## src/rtl/cpu_pkg.sv

```systemverilog
// Shared CPU definitions: opcodes, widths, fetch state encoding
// and the fetch queue entry layout.
package cpu_pkg;

  localparam int XLEN = 32;
  localparam logic [XLEN-1:0] INSTR_NOP = 32'h0000_0013;

  localparam logic [6:0] OPC_LUI    = 7'b0110111;
  localparam logic [6:0] OPC_AUIPC  = 7'b0010111;
  localparam logic [6:0] OPC_JAL    = 7'b1101111;
  localparam logic [6:0] OPC_JALR   = 7'b1100111;
  localparam logic [6:0] OPC_BRANCH = 7'b1100011;
  localparam logic [6:0] OPC_LOAD   = 7'b0000011;
  localparam logic [6:0] OPC_STORE  = 7'b0100011;
  localparam logic [6:0] OPC_OP_IMM = 7'b0010011;
  localparam logic [6:0] OPC_OP     = 7'b0110011;
  localparam logic [6:0] OPC_FENCE  = 7'b0001111;

  typedef enum logic [1:0] {
    ST_FETCH = 2'd0,
    ST_WAIT  = 2'd1,
    ST_DROP  = 2'd2
  } fetch_state_t;

  typedef struct packed {
    logic [XLEN-1:0] pc;
    logic [XLEN-1:0] instr;
  } fetch_entry_t;

  function automatic logic [XLEN-1:0] align_pc(
    input logic [XLEN-1:0] a
  );
    return {a[XLEN-1:2], 2'b00};
  endfunction

endpackage

```

## src/rtl/instruction_fetch_if.sv

```systemverilog
// Fetch unit bus: instruction memory handshake, decoder
// delivery and redirect inputs.
interface instruction_fetch_if;
  import cpu_pkg::*;

  logic            imem_req;
  logic [XLEN-1:0] imem_addr;
  logic            imem_ready;
  logic            imem_resp_valid;
  logic [XLEN-1:0] imem_resp_data;
  logic            available;
  logic            decode_pulse;
  logic [XLEN-1:0] instr;
  logic [XLEN-1:0] instr_pc;
  logic            redirect_valid;
  logic [XLEN-1:0] redirect_pc;

  modport master (
    output imem_req,
    output imem_addr,
    output decode_pulse,
    output instr,
    output instr_pc,
    input  imem_ready,
    input  imem_resp_valid,
    input  imem_resp_data,
    input  available,
    input  redirect_valid,
    input  redirect_pc
  );

  modport slave (
    input  imem_req,
    input  imem_addr,
    input  decode_pulse,
    input  instr,
    input  instr_pc,
    output imem_ready,
    output imem_resp_valid,
    output imem_resp_data,
    output available,
    output redirect_valid,
    output redirect_pc
  );

endinterface

```

## src/rtl/fetch_queue.sv

```systemverilog
// In-order instruction buffer of {pc, instr} entries
// with push/pop/flush and occupancy count.
module fetch_queue
  import cpu_pkg::*;
#(
  parameter int DEPTH = 4,
  localparam int AW = $clog2(DEPTH)
) (
  input  logic         clock,
  input  logic         reset,
  input  logic         push,
  input  logic         pop,
  input  logic         flush,
  input  fetch_entry_t wdata,
  output fetch_entry_t rdata,
  output logic [AW:0]  count,
  output logic         empty,
  output logic         full
);

  fetch_entry_t  mem [DEPTH];
  logic [AW-1:0] wptr;
  logic [AW-1:0] rptr;
  logic          do_push;
  logic          do_pop;

  assign empty   = (count == '0);
  assign full    = (count == (AW+1)'(DEPTH));
  assign do_push = push && (!full || pop);
  assign do_pop  = pop && !empty;
  assign rdata   = mem[rptr];

  always_ff @(posedge clock or posedge reset) begin
    if (reset) begin
      wptr  <= '0;
      rptr  <= '0;
      count <= '0;
    end else if (flush) begin
      wptr  <= '0;
      rptr  <= '0;
      count <= '0;
    end else begin
      if (do_push) wptr <= wptr + 1'b1;
      if (do_pop)  rptr <= rptr + 1'b1;
      unique case ({do_push, do_pop})
        2'b10:   count <= count + 1'b1;
        2'b01:   count <= count - 1'b1;
        default: count <= count;
      endcase
    end
  end

  always_ff @(posedge clock) begin
    if (do_push && !flush) mem[wptr] <= wdata;
  end

endmodule

```

## src/rtl/instruction_fetch.sv

```systemverilog
// Fetch front end: PC, single-outstanding memory FSM,
// instruction queue and one-cycle decode pulse generator.
module instruction_fetch
  import cpu_pkg::*;
#(
  parameter logic [XLEN-1:0] RESET_PC = 32'h0000_0000,
  parameter int              QDEPTH   = 4
) (
  input logic                 clock,
  input logic                 reset,
  instruction_fetch_if.master bus
);

  localparam int AW = $clog2(QDEPTH);

  fetch_state_t    state;
  fetch_state_t    state_nx;
  logic [XLEN-1:0] pc;
  logic [XLEN-1:0] pc_nx;
  logic [XLEN-1:0] req_pc;
  logic            pulse;
  logic [XLEN-1:0] instr_q;
  logic [XLEN-1:0] instr_pc_q;
  logic            accept;
  logic            push;
  logic            issue;
  logic            redirect;
  fetch_entry_t    head;
  fetch_entry_t    entry;
  logic [AW:0]     count;
  logic            empty;
  logic            full;

  assign redirect = bus.redirect_valid;

  // Only one request is ever in flight, so a free slot now
  // is the slot its response will land in.
  assign bus.imem_req  = (state == ST_FETCH) && !full && !reset;
  assign bus.imem_addr = pc;
  assign accept        = bus.imem_req && bus.imem_ready;

  assign issue = !empty && bus.available && !pulse && !redirect;

  assign entry.pc    = req_pc;
  assign entry.instr = bus.imem_resp_data;

  always_comb begin
    state_nx = state;
    pc_nx    = pc;
    push     = 1'b0;
    unique case (state)
      ST_FETCH: begin
        if (accept) begin
          state_nx = redirect ? ST_DROP : ST_WAIT;
          pc_nx    = pc + 32'd4;
        end
      end
      ST_WAIT: begin
        if (bus.imem_resp_valid) begin
          state_nx = ST_FETCH;
          push     = !redirect;
        end else if (redirect) begin
          state_nx = ST_DROP;
        end
      end
      ST_DROP: begin
        if (bus.imem_resp_valid) state_nx = ST_FETCH;
      end
      default: state_nx = ST_FETCH;
    endcase
    if (redirect) pc_nx = align_pc(bus.redirect_pc);
  end

  always_ff @(posedge clock or posedge reset) begin
    if (reset) begin
      state      <= ST_FETCH;
      pc         <= RESET_PC;
      req_pc     <= '0;
      pulse      <= 1'b0;
      instr_q    <= '0;
      instr_pc_q <= '0;
    end else begin
      state <= state_nx;
      pc    <= pc_nx;
      pulse <= issue;
      if (accept) req_pc <= pc;
      if (issue) begin
        instr_q    <= head.instr;
        instr_pc_q <= head.pc;
      end
    end
  end

  fetch_queue #(
    .DEPTH (QDEPTH)
  ) u_queue (
    .clock (clock),
    .reset (reset),
    .push  (push),
    .pop   (issue),
    .flush (redirect),
    .wdata (entry),
    .rdata (head),
    .count (count),
    .empty (empty),
    .full  (full)
  );

  assign bus.decode_pulse = pulse;
  assign bus.instr        = instr_q;
  assign bus.instr_pc     = instr_pc_q;

endmodule

```

## src/flat_wrapper.sv

```systemverilog
// flat-port wrapper written by rule: the top's interface ports become plain ports
module instruction_fetch_flat import cpu_pkg::*;
#(
  parameter logic [XLEN-1:0] RESET_PC = 32'h0000_0000,
  parameter int              QDEPTH   = 4
)
  (clock, reset, bus_imem_req, bus_imem_addr, bus_decode_pulse, bus_instr, bus_instr_pc, bus_imem_ready, bus_imem_resp_valid, bus_imem_resp_data, bus_available, bus_redirect_valid, bus_redirect_pc);
  instruction_fetch_if bus_i ();
  input logic clock;
  input logic reset;
  output wire logic [$bits(bus_i.imem_req)-1:0] bus_imem_req;
  output wire logic [$bits(bus_i.imem_addr)-1:0] bus_imem_addr;
  output wire logic [$bits(bus_i.decode_pulse)-1:0] bus_decode_pulse;
  output wire logic [$bits(bus_i.instr)-1:0] bus_instr;
  output wire logic [$bits(bus_i.instr_pc)-1:0] bus_instr_pc;
  input wire logic [$bits(bus_i.imem_ready)-1:0] bus_imem_ready;
  input wire logic [$bits(bus_i.imem_resp_valid)-1:0] bus_imem_resp_valid;
  input wire logic [$bits(bus_i.imem_resp_data)-1:0] bus_imem_resp_data;
  input wire logic [$bits(bus_i.available)-1:0] bus_available;
  input wire logic [$bits(bus_i.redirect_valid)-1:0] bus_redirect_valid;
  input wire logic [$bits(bus_i.redirect_pc)-1:0] bus_redirect_pc;
  assign bus_imem_req = bus_i.imem_req;
  assign bus_imem_addr = bus_i.imem_addr;
  assign bus_decode_pulse = bus_i.decode_pulse;
  assign bus_instr = bus_i.instr;
  assign bus_instr_pc = bus_i.instr_pc;
  assign bus_i.imem_ready = bus_imem_ready;
  assign bus_i.imem_resp_valid = bus_imem_resp_valid;
  assign bus_i.imem_resp_data = bus_imem_resp_data;
  assign bus_i.available = bus_available;
  assign bus_i.redirect_valid = bus_redirect_valid;
  assign bus_i.redirect_pc = bus_redirect_pc;
  instruction_fetch #(.RESET_PC(RESET_PC), .QDEPTH(QDEPTH)) u_core (.clock(clock), .reset(reset), .bus(bus_i));
endmodule
```

## config.mk

```make
export PLATFORM = sky130hd
export DESIGN_NAME = instruction_fetch_flat
export DESIGN_NICKNAME = d
export VERILOG_FILES = /design/src/rtl/cpu_pkg.sv /design/src/rtl/instruction_fetch_if.sv /design/src/rtl/fetch_queue.sv /design/src/rtl/instruction_fetch.sv /design/src/flat_wrapper.sv
export SDC_FILE = /design/constraint.sdc
export NUM_CORES = 1
export LEC_CHECK = 0
export BUFFER_PORTS_ARGS = -buffer_cell sky130_fd_sc_hd__clkbuf_2
export CORE_MARGIN = 2
export CORE_UTILIZATION = 50
export DETAILED_ROUTE_END_ITERATION = 10
export GPL_TIMING_DRIVEN = 0
export PLACE_DENSITY = 0.74
export SYNTH_ARGS = -nofsm -noshare
export SYNTH_HDL_FRONTEND = slang
export SYNTH_HIERARCHICAL = 1
export SYNTH_SLANG_ARGS = --single-unit
```

## constraint.sdc

```tcl
create_clock -name clock -period 7 [get_ports clock]
set_input_delay 0.7 -clock clock [delete_from_list [all_inputs] [get_ports clock]]
set_output_delay 0.7 -clock clock [all_outputs]
set_load 0.05 [all_outputs]
```

==> impl_metrics.py <==
metrics = {
    "timing": {
        "skew_ns": 0.0175,
        "slew_headroom_pct": 38.5,
        "fmax_ghz": 0.216,
        "fin_crit_sh_pct": 66.0,
        "finalMaxSlewViolations": 0,
        "tightest_slew_ns": 0.909,
        "setup_tns_ns": 0,
        "setup_viol": 0,
        "final-hold-violation-count": 0,
        "rsz0062_at_grt": "false",
        "fin_hold_ws_ns": 0.202,
        "period_needed_ns": 4.62,
    },
    "clock_tree": {
        "cts_resized": 0,
        "numClockSinks": 390,
        "clk_pin_slew_ns": 0.06,
        "h-tree-depth": 2,
        "hold_buffers": 0,
        "cts_tree": "built",
        "clkLatencyLatePin_ns": 0.53,
        "root_buffer": "clkbuf_16",
        "cts_buffers": 41,
        "cts_setup_buffers": 0,
        "clockBufferDepth": 3,
    },
    "synthesis": {
        "synth_top_area_share_pct": 50.4,
        "yosys.area.top_type": "edfxtp_1",
        "seq_area_frac_synth_pct": 72.3,
        "synthTopCellsByArea": "edfxtp_1 (50%), dfrtp_1 (22%), mux4_2 (9.4%)",
        "synth_edf_count": 256,
        "avgSynthCellArea_um2": 18.2,
        "synth_warnings": 6,
        "synth_seq_cells": 390,
        "ys.flop_type": "edfxtp_1",
        "synthArstFlopShare_pct": 34.4,
        "yosysUniqueCellTypes": 54,
        "synthCells": 839,
        "synth_area_um2": 15300,
    },
    "setup_path": {
        "slowest_delay_ns": 0.82,
        "crit_path_end_kind": "register",
        "path_cells": "clkbuf_2 -> clkbuf_1 -> nor4b_1 -> clkbuf_1 -> buf_2 -> clkbuf_1 -> o21ai_0 -> nor3b_2 -> buf_6 -> buf_8 -> buf_6",
        "cpLargestDelayFamily": "buffers and inverters",
        "worstSetupStartpointType": "input port",
        "crit_slowest_cell": "nor3b_2",
        "worst-path-stages": 11,
        "crit_required_ns": 7.22,
        "arrival_ns": 4.84,
        "cpMostUsedCell": "clkbuf_1",
        "reg2reg_depth": 11,
        "critPathMaxFanout": 12,
        "crit_buf_inv": 8,
        "crit_type": "in -> reg",
    },
    "drt": {
        "drc": 0,
        "viasPerCell": 5.72,
        "postRouteAntennaNets": 0,
        "drt_iter0_drc": 632,
        "first_pass_iters": 5,
        "num_vias": 8641,
        "wl_um": 32500,
        "wl_per_cell_um": 21.5,
    },
    "power": {
        "p_per_area_nw_per_um2": 295,
        "p_leak_nw": 7.09,
        "ir_drop_mv": 0.223,
    },
    "cells_and_area": {
        "drive_gt1_share_pct": 40.3,
        "fillers": 2160,
        "areaGrowthSynthToFinish_pct": 21.4,
        "nNetsFinal": 1163,
        "antenna_cells": 0,
    },
    "die": {
        "core_area_um2": 29900,
        "die_y_um": 179,
        "die_x_um": 179,
        "die_area_um2": 31900,
        "start_util_pct": 51.1,
        "rows": 63,
        "io_pins": 168,
    },
    "flow_run": {
        "maxCapViolCount": 0,
    },
    "run_status": {
        "status": "finished, final reports clean",
    },
    "placement": {
        "place.gp.congestion": 0.832,
        "io_buffer_count": 162,
        "dp_hpwl_um": 22300,
    },
    "grt": {
        "met2_usage_pct": 34.3,
        "grt_overflow": 0,
        "grtUsageMet1_pct": 28.3,
        "antenna_found_initial": 1,
        "grt_max_degree": 69,
        "grt_pass1_vias": 8838,
        "grt_usage_pct": 20.9,
        "met3_usage_pct": 5.11,
        "grt_pass1_wl_um": 50500,
        "busiest_layer": "met2",
    },
    "hold_path": {
        "hold_path_class": "in -> async",
    },
}
-- routing by layer --
| metal | part of all wire, % | wire length [um] |
|---|---|---|
| met5 | 0.049 | 16 |
| met4 | 2.0 | 665 |
| met3 | 7.5 | 2450 |
| met2 | 49 | 15800 |
| met1 | 42 | 13600 |
-- final cells by class --
class,instances,area [um^2],area share (%)
tap,390,488,2.63
clock inverter,22,324,1.75
buffer,46,230,1.24
multi-input combinational,396,3980,21.5
sequential,390,11000,59.6
clock buffer,54,1170,6.30
timing repair buffer,196,1220,6.61
inverter,16,70.1,0.378
-- path summary, 6_finish.rpt --
kind / to / slack, ns / from
max: u_core/u_queue/mem[2][57]$_DFFE_PP_ / 2.38 / bus_redirect_valid
min: u_core/u_queue/count[0]$_DFFE_PP0P_ / 0.20 / reset
max reg2reg: u_core/u_queue/mem[2][57]$_DFFE_PP_ / 2.43 / u_core/u_queue/count[0]$_DFFE_PP0P_
min reg2reg: u_core/bus.instr_pc[3]$_DFFE_PP0P_ / 0.50 / u_core/bus.instr_pc[3]$_DFFE_PP0P_
max in group asynchronous: u_core/bus.instr_pc[25]$_DFFE_PP0P_ / 5.85 / reset
min in group clock: u_core/bus.imem_addr[13]$_DFFE_PP0P_ / 0.38 / bus_redirect_pc[13]
-- per-stage QoR --
step / utilization [%] / std cells / worst slack, ns / power [W] / instance area [um^2]
4_1_cts: 62.0 / 1510 / 2.36 / 0.00551 / 18500
5_1_grt: 62.0 / 1510 / 2.07 / 0.00565 / 18500
2_1_floorplan: - / 848 / -0.614 / 0.00302 / 15300
3_5_place_dp: 57.0 / 1434 / 1.81 / 0.00317 / 17000
3_3_place_gp: 55.5 / 1400 / -5.89 / 0.00315 / 16600
6_report: 62.0 / 1510 / 2.38 / 0.00547 / 18500
-- sequential cells by signal (all words and copies together) (netlist names) --
register	count
u_core/req_pc	30
u_core/u_queue/count	3
u_core/bus.instr	32
u_core/bus.imem_addr	30
u_core/state	2
u_core/u_queue/mem	256
u_core/u_queue/rptr	2
u_core/u_queue/wptr	2
u_core/bus.decode_pulse	1
u_core/bus.instr_pc	32
-- layout by cell type (no fill, tap or decap), drive strengths merged, types with 8 or more instances in the layout --
master,count
o211ai,8
bufinv,8
clkinv,9
mux2,89
conb,10
nand2,36
nor2,24
nand4,12
xor2,8
dfrtp,134
clkbuf,233
nand3,20
edfxtp,256
inv,17
a31oi,14
mux4,64
buf,63
or4,16
o31ai,11
o21ai,13
-- synthesized netlist by cell type (all sizes together) (4+ instances only) --
master and instances:
mux4 64, ha 5, o21ai 13, or4 16
nand4 12, clkbuf 17, xor2 8, nand3 20
o31ai 11, nor2 24, a21oi 4, dfrtp 134
o211ai 8, nor3b 4, a31oi 14, buf 29
edfxtp 256, mux2 89, nand2 36, nor3 4
inv 15, nor4b 4, and3 5, and4 5
-- where the power goes --
part	leakage (nW)	switching (W)	internal [W]
combinational	2.35	0.000283	0.000127
clock	0.720	0.000869	0.00147
sequential	4.02	0.000109	0.00261
-- cell families (layout without fill, tap and decap cells) --
logic type / Yosys count / count (layout) / synth area share, %
AO/OA/AOI/OAI: 66 / 66 / 2.97
XOR/XNOR: 11 / 11 / 0.631
adder cells (fa/ha/maj): 6 / 6 / 0.541
buffers and inverters: 62 / 334 / 1.93
flip-flops: 390 / 390 / 72.3
multiplexers: 155 / 155 / 16.2
other: 1 / 10 / 0.0246
AND/OR/NAND/NOR: 148 / 148 / 5.39
Power figures use the tool's default switching activity.
